==> config.mk <==
export PLATFORM = sky130hd
export DESIGN_NAME = encoder_code_capture
export DESIGN_NICKNAME = d
export VERILOG_FILES = /design/src/rtl/encoder_code_capture.sv
export SDC_FILE = /design/constraint.sdc
export NUM_CORES = 1
export LEC_CHECK = 0
export ABC_AREA = 1
export BUFFER_PORTS_ARGS = -buffer_cell sky130_fd_sc_hd__buf_4
export CAP_MARGIN = 0
export CORE_MARGIN = 2
export CORE_UTILIZATION = 55
export CTS_CLUSTER_SIZE = 30
export DETAILED_ROUTE_END_ITERATION = 8
export GPL_ROUTABILITY_DRIVEN = 1
export PLACE_DENSITY_LB_ADDON = 0.05
export SETUP_SLACK_MARGIN = 0.3
export SYNTH_ARGS = -nofsm -noshare
export SYNTH_HDL_FRONTEND = slang
export SYNTH_SLANG_ARGS = --single-unit
==> constraint.sdc <==
create_clock -name clk -period 2.15 [get_ports clk]
set_clock_uncertainty 0.05 [all_clocks]
set_input_delay 0.215 -clock clk [delete_from_list [all_inputs] [get_ports clk]]
set_output_delay 0.215 -clock clk [all_outputs]
set_load 0.1 [all_outputs]
==> src/rtl/encoder_code_capture.sv <==
// rtl/encoder_code_capture.sv - qualifies stable priority-encoder codes into a small valid/ready FIFO
module encoder_code_capture #(
  parameter int STABLE_CYCLES = 4,
  parameter int FIFO_DEPTH    = 4
) (
  input  logic                          clk,
  input  logic                          rst_n,
  input  logic                          en,
  input  logic [4:0]                    enc_z_n,
  input  logic                          enc_gs_n,
  input  logic                          code_ready,
  output logic                          code_valid,
  output logic [4:0]                    code,
  output logic [$clog2(FIFO_DEPTH):0]   fifo_count,
  output logic                          overflow
);

  localparam int AW = $clog2(FIFO_DEPTH);
  localparam int CW = AW + 1;
  localparam int NW = $clog2(STABLE_CYCLES + 1);
  localparam logic [NW-1:0] CNT_MAX = NW'(STABLE_CYCLES);
  localparam logic [NW-1:0] CNT_ONE = NW'(1);
  localparam logic [CW-1:0] FULL_CNT = CW'(FIFO_DEPTH);

  typedef enum logic [1:0] {IDLE, SETTLE, HELD} state_t;

  logic [4:0]    z_q;
  logic          gs_q;
  logic [4:0]    idx;
  state_t        state, state_n;
  logic [NW-1:0] cnt, cnt_n;
  logic [4:0]    cur_idx, cur_n;
  logic          push;
  logic [4:0]    push_data;
  logic          restart;

  logic [4:0]    mem [FIFO_DEPTH];
  logic [AW-1:0] wr_ptr, rd_ptr;
  logic [CW-1:0] count;
  logic          full, pop, wr_en;

  assign idx = ~z_q;

  always_ff @(posedge clk) begin
    if (!rst_n) begin
      z_q  <= 5'h1f;
      gs_q <= 1'b1;
    end else begin
      z_q  <= enc_z_n;
      gs_q <= enc_gs_n;
    end
  end

  always_ff @(posedge clk) begin
    if (!rst_n) begin
      state   <= IDLE;
      cnt     <= '0;
      cur_idx <= 5'd0;
    end else begin
      state   <= state_n;
      cnt     <= cnt_n;
      cur_idx <= cur_n;
    end
  end

  // restart = a new index starts its qualification window (count 1 already)
  always_comb begin
    state_n   = state;
    cnt_n     = cnt;
    cur_n     = cur_idx;
    push      = 1'b0;
    push_data = cur_idx;
    restart   = 1'b0;
    if (!en) begin
      state_n = IDLE;
      cnt_n   = '0;
    end else begin
      case (state)
        IDLE: begin
          if (!gs_q) restart = 1'b1;
        end
        SETTLE: begin
          if (gs_q) begin
            state_n = IDLE;
            cnt_n   = '0;
          end else if (idx != cur_idx) begin
            restart = 1'b1;
          end else if ((cnt + CNT_ONE) == CNT_MAX) begin
            push    = 1'b1;
            state_n = HELD;
            cnt_n   = CNT_MAX;
          end else begin
            cnt_n = cnt + CNT_ONE;
          end
        end
        HELD: begin
          if (gs_q) begin
            state_n = IDLE;
            cnt_n   = '0;
          end else if (idx != cur_idx) begin
            restart = 1'b1;
          end
        end
        default: begin
          state_n = IDLE;
          cnt_n   = '0;
        end
      endcase
      if (restart) begin
        cur_n = idx;
        cnt_n = CNT_ONE;
        if (STABLE_CYCLES == 1) begin
          push      = 1'b1;
          push_data = idx;
          state_n   = HELD;
        end else begin
          state_n = SETTLE;
        end
      end
    end
  end

  assign full       = (count == FULL_CNT);
  assign code_valid = (count != '0);
  assign pop        = code_valid & code_ready;
  assign wr_en      = push & (~full | pop);
  assign fifo_count = count;

  always_ff @(posedge clk) begin
    if (wr_en) mem[wr_ptr] <= push_data;
  end

  // code is a register so it can hold the last head after the FIFO drains
  always_ff @(posedge clk) begin
    if (!rst_n) begin
      wr_ptr   <= '0;
      rd_ptr   <= '0;
      count    <= '0;
      code     <= 5'd0;
      overflow <= 1'b0;
    end else begin
      if (wr_en) wr_ptr <= wr_ptr + AW'(1);
      if (pop) rd_ptr <= rd_ptr + AW'(1);
      if (push && full && !pop) overflow <= 1'b1;
      case ({wr_en, pop})
        2'b10:   count <= count + CW'(1);
        2'b01:   count <= count - CW'(1);
        default: count <= count;
      endcase
      if (pop) begin
        if (count > CW'(1)) code <= mem[rd_ptr + AW'(1)];
        else if (wr_en) code <= push_data;
      end else if (wr_en && count == '0) begin
        code <= push_data;
      end
    end
  end

endmodule
==> flow_summary.yaml, run 1 <==
yosys:
  synthFlopType: "dfxtp_1"
  yosysUniqueCellTypes: 28
  synth_cells: 284
  synth_area_per_cell_sq_um: 8.51
  synthesis.yosys.warnings: 0
  yosys_register_bits: 49
  syn_nets: 308
  ys_seq_area_share_pct: 48.9
  async_flop_share_pct: 0
  synth_edf_count: 20
  syn_area_sq_um: 2420
global_routing:
  track_usage_pct: 20.2
  grt_antenna_before_repair: 0
  grt_first_pass_wirelength_um: 7820
  grt_max_degree: 18
  grt_pass1_vias: 1704
  overflow: 0
clocking:
  cts.clk_slew.worst_paths_ns: 0.09
  insertion_delay_ns: 0.30
  cts_tree: "done"
  root_buffer: "clkbuf_8"
  htree_num_levels: 2
  cts_sinks: 49
  clk_path_buf_depth: 2
  cts_made_buffers: 5
timing:
  period_needed_ns: 1.76
  setup_viol: 0
  fmax_mhz: 568
  tightest_slew_ns: 0.461
  fin_crit_sh_pct: 81.9
  worst_slack_ns: 0.390
  relSlewSlack_pct: 69.1
  final-max-slew-violation-count: 0
  hold_viol: 0
  rsz0062_at_grt: "no"
  tns_ns: 0
floorplan:
  fp.dieW_um: 70.3
  io_pins: 20
  rows: 24
  core-area_sq_um: 4290
  start_util_pct: 56.3
  dieArea_sq_um: 4940
  die_h_um: 70.3
setup_path:
  cp_data_required_time_ns: 2.11
  worstPathMaxFanout: 6
  cp_cell_sequence: "inv_2 > ha_4 > inv_2 > nor2_4 > nand3_2 > nor2_4 > nand3_4 > nor2_4"
  critPathMaxStageDelay_ns: 0.34
  start_kind: "flip-flop"
  critPathArrivalTime_ns: 1.72
  endpoint_kind: "flip-flop"
  rrSetupSlack_ns: 0.39
  cp_common_cell: "nor2_4"
  startpoint: "state[1]"
  slowest_stage: "dfxtp_2"
  timing.rr.end: "mem[1][0]"
  rr_worst_depth: 8
  crit_type: "flip-flop to flip-flop"
  r2r-start: "state[1]"
  crit_end: "mem[1][0]"
route:
  drt_iter0_drc: 86
  drtAntennaViolNets: 0
  wirelength_um: 4730
  drc: 0
  vias: 1866
  firstDrtPassIters: 4
  wl_per_cell_um: 12.9
  drt-vias-per-instance: 5.07
status:
  outcome: "complete, no violations"
worst_hold_path:
  hp-class: "primary input to flip-flop"
layout:
  syn_to_final_growth_pct: 18.4
  drive_gt1_share_pct: 24.1
  n_fill_cell: 372
  seq_area_sq_um: 1200
  nets: 339
  antenna_cells: 0
  multiInputGateArea_sq_um: 1160
placement:
  numPortBuffers: 19
  place.gp.congestion: 0.781
  dp_slack_ns: 0.359
  hpwl_um: 3460
pwr:
  ir_worst_vdd_mv: 0.404
  power_density_nw_per_um2: 571
  leakage_nw: 1.29
  p_total_mw: 1.63
flow_run:
  cap_violations: 0
-- cell families after synthesis --
group           Yosys count  synth area share [%]
xor+xnor                  2                 0.725
compound gates           42                  10.5
buf+inv                  42                  7.10
flops                    49                  48.9
simple gates            135                  25.6
fa+ha+maj                14                  7.25
-- synthesized netlist by cell type, drive strengths merged (2+ instances only) --
master  number  area [sq um]
a22oi        5          37.5
edfxtp      20           601
or2          6          37.5
ha          14           175
nand3       13          80.1
inv         40           155
nor3         2          10.0
a22o         2          17.5
dfxtp       29           581
o21ai       15          86.3
xor2         2          17.5
nand2       79           329
o21a         2          15.0
a21oi       17          88.8
nand4        3          18.8
nor2        32           143
-- how the worst min path moves through the flow --
stage | cells past startpoint | slack (ns) | end | start
finish | 2 | 0.04 | z_q[0] | enc_z_n[0]
floorplan | 1 | 0.27 | gs_q | enc_gs_n
global placement | 2 | 0.35 | gs_q | enc_gs_n
global route | 2 | 0.03 | z_q[0] | enc_z_n[0]
detailed placement | 2 | 0.36 | z_q[1] | enc_z_n[1]
CTS | 2 | 0.03 | z_q[1] | enc_z_n[1]
-- critical path: cells and delay by family (launching register included) --
family / cells / cell delay (ns)
and+or+nand+nor: 5 / 0.85
DFF: 1 / 0.34
adders and majority gates: 1 / 0.12
buffers and inverters: 2 / 0.11
-- timing repair --
| item | CTS | global route |
|---|---|---|
| setup endpoints to repair | 0 | 28 |
| hold buffers | 0 | 0 |
| setup buffers | 0 | 5 |
| resized for setup | 0 | 13 |
-- metrics by stage --
step	hold WS, ns	area [sq um]	util [%]	instances
floorplan	0.272	2490	-	284
global placement	0.352	2690	62.7	355
detailed placement	0.356	2690	62.7	355
CTS	0.0290	2780	64.7	363
global route	0.0271	2860	66.6	368
finish	0.0416	2860	66.6	368
-- flip-flops by register name, summed over array words and instances (netlist names) --
signal      flops
cnt             3
code            5
cur_idx         5
fifo_count      3
gs_q            1
mem            20
overflow        1
rd_ptr          2
state           2
wr_ptr          2
z_q             5
-- cell type report --
cell class	count	share of cell area (%)
clock buffer	6	2.54
sequential	49	42.0
timing repair buffer	25	6.56
multi-input combinational	193	40.5
clock inverter	2	0.481
tap	52	2.27
inverter	41	5.73
-- placed cells by master, fill, tap and decap left out, types with 3 or more instances in the layout --
master,instances
clkbuf_8,5
nor2_4,7
buf_4,25
a22oi_1,5
o21ai_0,7
ha_1,12
or2_2,6
nand2_2,3
nand4_1,3
o21ai_1,7
inv_2,3
nand3_1,9
a21oi_1,16
dfxtp_2,6
dfxtp_4,3
nand2_1,72
nor2_1,23
inv_1,36
edfxtp_1,20
nand2_4,3
dfxtp_1,20
-- where the power goes --
group	internal, mW	total [mW]	switching (mW)	leakage (nW)
clock network	0.232	0.542	0.309	0.0456
logic	0.0410	0.104	0.0635	0.823
registers	0.974	0.988	0.0141	0.426
total	1.25	1.63	0.387	1.29
-- layer usage --
layer / global-route usage (%) / wire (um)
met1: 27.2 / 2160
met4: 8.55 / 95
met3: 4.33 / 177
met2: 31.3 / 2300
met5: 0 / 0
No activity file was read; power rests on OpenSTA's default activity.
==> run 2, diff against run 1 <==
==> constraint.sdc (replaced) <==
create_clock -name clk -period 1.79 [get_ports clk]
set_clock_uncertainty 0.05 [all_clocks]
set_input_delay 0.179 -clock clk [delete_from_list [all_inputs] [get_ports clk]]
set_output_delay 0.179 -clock clk [all_outputs]
set_load 0.1 [all_outputs]
==> flow_summary.yaml, run 2 (synthesis results as in run 1) <==
setup_path:
  endpoint_kind: "flip-flop"
  worstPathMaxFanout: 7
  rrSetupSlack_ns: 0.10
  timing.rr.end: "mem[3][3]"
  crit_type: "flip-flop to flip-flop"
  rr_worst_depth: 8
  cp_data_required_time_ns: 1.75
  startpoint: "state[1]"
  critPathArrivalTime_ns: 1.64
  r2r-start: "state[1]"
  start_kind: "flip-flop"
timing:
  setup_viol: 0
  relSlewSlack_pct: 69.0
  fin_crit_sh_pct: 94.1
  fmax_mhz: 593
  worst_slack_ns: 0.105
  final-max-slew-violation-count: 0
  hold_viol: 0
  period_needed_ns: 1.69
  rsz0062_at_grt: "yes"
  tightest_slew_ns: 0.463
  whs_ns: 0.0121
  tns_ns: 0
route:
  firstDrtPassIters: 4
  drt-vias-per-instance: 5.16
  vias: 1961
  wl_per_cell_um: 13.9
  drt_iter0_drc: 108
  wirelength_um: 5290
  drtAntennaViolNets: 0
  drc: 0
global_routing:
  overflow: 0
  grt_antenna_before_repair: 0
  track_usage_pct: 21.8
  grt_pass1_vias: 1810
  grt_first_pass_wirelength_um: 8400
  grt_max_degree: 18
layout:
  seq_area_sq_um: 1210
  mostFrequentLayoutCell: "nand2_1"
  n_fill_cell: 324
  largest_register: "mem"
  final_cell_mix: "nand2_1 (60), buf_4 (34), inv_1 (30)"
  antenna_cells: 0
  nets: 351
  drive_gt1_share_pct: 35.4
  largest_reg_flops: 20
  fin_cells: 380
  syn_to_final_growth_pct: 30.3
  multiInputGateArea_sq_um: 1330
clocking:
  cts_made_buffers: 5
  clk_path_buf_depth: 2
  insertion_delay_ns: 0.30
  root_buffer: "clkbuf_8"
  cts_tree: "done"
  cts.clk_slew.worst_paths_ns: 0.09
  htree_num_levels: 2
  cts_sinks: 49
floorplan:
  fp.dieW_um: 70.3
  io_pins: 20
  dieArea_sq_um: 4940
  die_h_um: 70.3
  core-area_sq_um: 4290
  rows: 24
  start_util_pct: 56.3
placement:
  numPortBuffers: 19
  place.gp.congestion: 0.797
  hpwl_um: 3510
  place_inst: 361
  dp_slack_ns: 0.0241
worst_hold_path:
  hp-class: "primary input to flip-flop"
  whs_path_depth: 2
  holdPathEnd: "z_q[0]"
  hp-start: "enc_z_n[0]"
status:
  outcome: "complete, no violations"
pwr:
  leakage_nw: 1.37
  ir_worst_vdd_mv: 0.467
  power_density_nw_per_um2: 641
flow_run:
  cap_violations: 0
[run 2: changes by cell type in the layout (fill, tap and decap cells not counted), moves of 4 or more]
| cell | delta |
|---|---|
| nand2_4 | +6 |
| nand3_4 | +4 |
| dfxtp_1 | -5 |
| nand2_1 | -12 |
| inv_1 | -6 |
| buf_4 | +9 |
| nand2_2 | +4 |
[run 2: through the flow]
step,util [%],area (sq um),power (mW)
2_1_floorplan,-,2510,1.29
3_3_place_gp,64.4,2770,1.34
3_5_place_dp,64.4,2770,1.34
4_1_cts,68.4,2940,1.97
5_1_grt,73.3,3150,2.10
6_report,73.3,3150,2.02
[run 2: critical path, stage by stage (launching register included)]
cell and delay (ns):
dfxtp_2 0.33, inv_2 0.07, ha_4 0.12, inv_2 0.05, nor2_4 0.13, nand3_4 0.10
nor2_4 0.16, nand3_4 0.18, nor2_4 0.22
[run 2: how the worst max path moves through the flow]
stage | end | slack [ns]
floorplan | code[1] | 0.09
global placement | mem[0][2] | 0.07
detailed placement | mem[3][3] | 0.02
CTS | mem[3][3] | 0.12
global route | mem[3][0] | 0.02
finish | mem[3][3] | 0.10
[run 2: final cells by class]
type | instances | area share, %
Multi-Input combinational cell | 194 | 42.4
Clock inverter | 1 | 0.238
Timing Repair Buffer | 36 | 8.90
Inverter | 41 | 5.45
Sequential cell | 49 | 38.6
Tap cell | 52 | 2.07
Clock buffer | 7 | 2.42
[run 2: what timing repair did]
action	CTS	global route
pin swaps	4	15
endpoints found under the hold margin	0	1
hold buffers	0	1
setup buffers	6	3
endpoints found under the setup margin	42	42
resized for setup	18	46
gates cloned	0	1
[run 2: report_power, final]
| group | total, mW | switching (mW) | leakage, nW | internal (mW) |
|---|---|---|---|---|
| clock | 0.634 | 0.357 | 0.0385 | 0.277 |
| combinational | 0.201 | 0.119 | 0.906 | 0.0823 |
| sequential | 1.18 | 0.0140 | 0.427 | 1.17 |
| total | 2.02 | 0.490 | 1.37 | 1.53 |
[run 2: per-layer routing]
metal / routed length (um) / share of wire [%] / track usage, % / vias up
li1: - / - / - / 1005
met1: 2250 / 43 / 28.1 / 901
met2: 2710 / 51 / 36.0 / 41
met3: 200 / 3.8 / 4.33 / 14
met4: 132 / 2.5 / 8.33 / 0
met5: 0 / 0 / 0 / -
==> run 3, diff against run 2 <==
==> constraint.sdc (replaced) <==
create_clock -name clk -period 1.79 [get_ports clk]
set_clock_uncertainty 0.05 [all_clocks]
set_input_delay 0.179 -clock clk [delete_from_list [all_inputs] [get_ports clk]]
set_output_delay 0.179 -clock clk [all_outputs]
set_load 0.02 [all_outputs]
==> flow_summary.yaml, run 3 (synthesis results as in run 1) <==
setup_path:
  cp_cell_sequence: "inv_2 > ha_4 > inv_4 > nor2_4 > nand3_2 > nor2_4 > buf_6 > nand3_4 > nand2_4 > nand2_4 > o21ai_2 > nor2_1"
  slowest_stage: "dfxtp_2"
  endpoint_kind: "flip-flop"
  critPathArrivalTime_ns: 1.80
  crit_type: "flip-flop to flip-flop"
  crit_buf_inv: 3
  start_kind: "flip-flop"
  cp_data_required_time_ns: 1.94
  crit_family: "simple AND/OR/NAND/NOR gates"
  worstPathMaxFanout: 5
  critPathMaxStageDelay_ns: 0.33
route:
  wirelength_um: 5170
  drt-vias-per-instance: 4.98
  drt_iter0_drc: 98
  firstDrtPassIters: 6
  drtAntennaViolNets: 0
  vias: 1931
  wl_per_cell_um: 13.3
  drc: 0
timing:
  fin_crit_sh_pct: 92.3
  relSlewSlack_pct: 61.0
  final-max-slew-violation-count: 0
  fmax_mhz: 605
  setup_viol: 0
  period_needed_ns: 1.65
  hold_viol: 0
  tns_ns: 0
  tightest_slew_ns: 0.583
  rsz0062_at_grt: "yes"
layout:
  antenna_cells: 0
  nets: 359
  mostFrequentLayoutCell: "nand2_1"
  largest_register: "mem"
  utilization_pct: 72.9
  drive_gt1_share_pct: 35.1
  largest_reg_flops: 20
  final_cell_mix: "nand2_1 (65), buf_4 (41), inv_1 (33)"
  syn_to_final_growth_pct: 29.5
global_routing:
  grt_antenna_before_repair: 0
  track_usage_pct: 22.1
  grt_pass1_vias: 1875
  overflow: 0
  grt_first_pass_wirelength_um: 8560
  grt_max_degree: 18
floorplan:
  core-area_sq_um: 4290
  die_h_um: 70.3
  rows: 24
  io_pins: 20
  dieArea_sq_um: 4940
  fp.dieW_um: 70.3
  start_util_pct: 56.3
status:
  outcome: "complete, no violations"
worst_hold_path:
  hp-class: "primary input to flip-flop"
pwr:
  power_density_nw_per_um2: 638
  leakage_nw: 1.40
  ir_worst_vdd_mv: 0.602
  p_total_mw: 2.00
clocking:
  clk_path_buf_depth: 2
  htree_num_levels: 2
  cts.clk_slew.worst_paths_ns: 0.09
  cts_made_buffers: 5
  root_buffer: "clkbuf_8"
  cts_sinks: 49
  insertion_delay_ns: 0.30
  cts_tree: "done"
flow_run:
  cap_violations: 0
placement:
  place.gp.congestion: 0.775
  numPortBuffers: 19
  hpwl_um: 3500
[run 3: cell count changes in the layout (fill, tap and decap cells not counted), moves of 3 or more]
cell	change
nand2_8	-3
buf_4	+7
inv_1	+3
nand2_1	+5
dfxtp_1	+4
dfxtp_4	-3
[run 3: worst paths after layout]
kind	startpoint	slack [ns]	end	cells past startpoint
max	state[1]	0.14	code[3]	12
min	enc_gs_n	0.01	gs_q	2
max reg2reg	state[1]	0.14	code[3]	12
min reg2reg	overflow	0.44	overflow	1
[run 3: worst reg2reg max path, stage by stage, from the launching register on]
cell,delay (ns)
dfxtp_2,0.33
inv_2,0.07
ha_4,0.13
inv_4,0.03
nor2_4,0.11
nand3_2,0.10
nor2_4,0.15
buf_6,0.12
nand3_4,0.10
nand2_4,0.11
nand2_4,0.07
o21ai_2,0.14
nor2_1,0.05
[run 3: per-layer routing]
metal / wire (um) / part of all wire, % / track usage, %
met1: 2230 / 43 / 28.2
met2: 2710 / 52 / 38.1
met3: 204 / 3.9 / 4.47
met4: 25 / 0.48 / 5.77
met5: 0 / 0 / 0
[run 3: where the power goes]
part	switching [mW]	internal (mW)	total, mW
Clock	0.362	0.271	0.632
Combinational	0.107	0.0727	0.179
Sequential	0.0129	1.17	1.18
[run 3: area by class of cell]
| type | count | area (sq um) |
|---|---|---|
| fillers | 338 | 1160 |
| flip-flops and latches | 49 | 1200 |
| clock buffers | 5 | 68.8 |
| well taps | 52 | 65.1 |
| multi-input cells | 194 | 1270 |
| clock inverters | 3 | 17.5 |
| repair buffers | 44 | 340 |
| inverters | 41 | 166 |
[run 3: repair_timing]
action / in CTS / in global routing
pin swaps: 15 / 13
resized for setup: 17 / 27
hold buffers: 0 / 1
hold endpoints to repair: 0 / 1
setup buffers: 15 / 3
cloned: 1 / 0
endpoints found under the setup margin: 41 / 42
[run 3: per-stage QoR]
step | hold WS [ns] | setup slack, ns | instances | cell area, sq um
after floorplan | 0.236 | 0.210 | 284 | 2500
after global placement | 0.316 | 0.123 | 360 | 2750
after detailed placement | 0.321 | 0.0467 | 360 | 2750
after CTS | 0.00265 | 0.114 | 384 | 3020
after global routing | 0.00235 | 0.0243 | 388 | 3130
final | 0.0105 | 0.137 | 388 | 3130
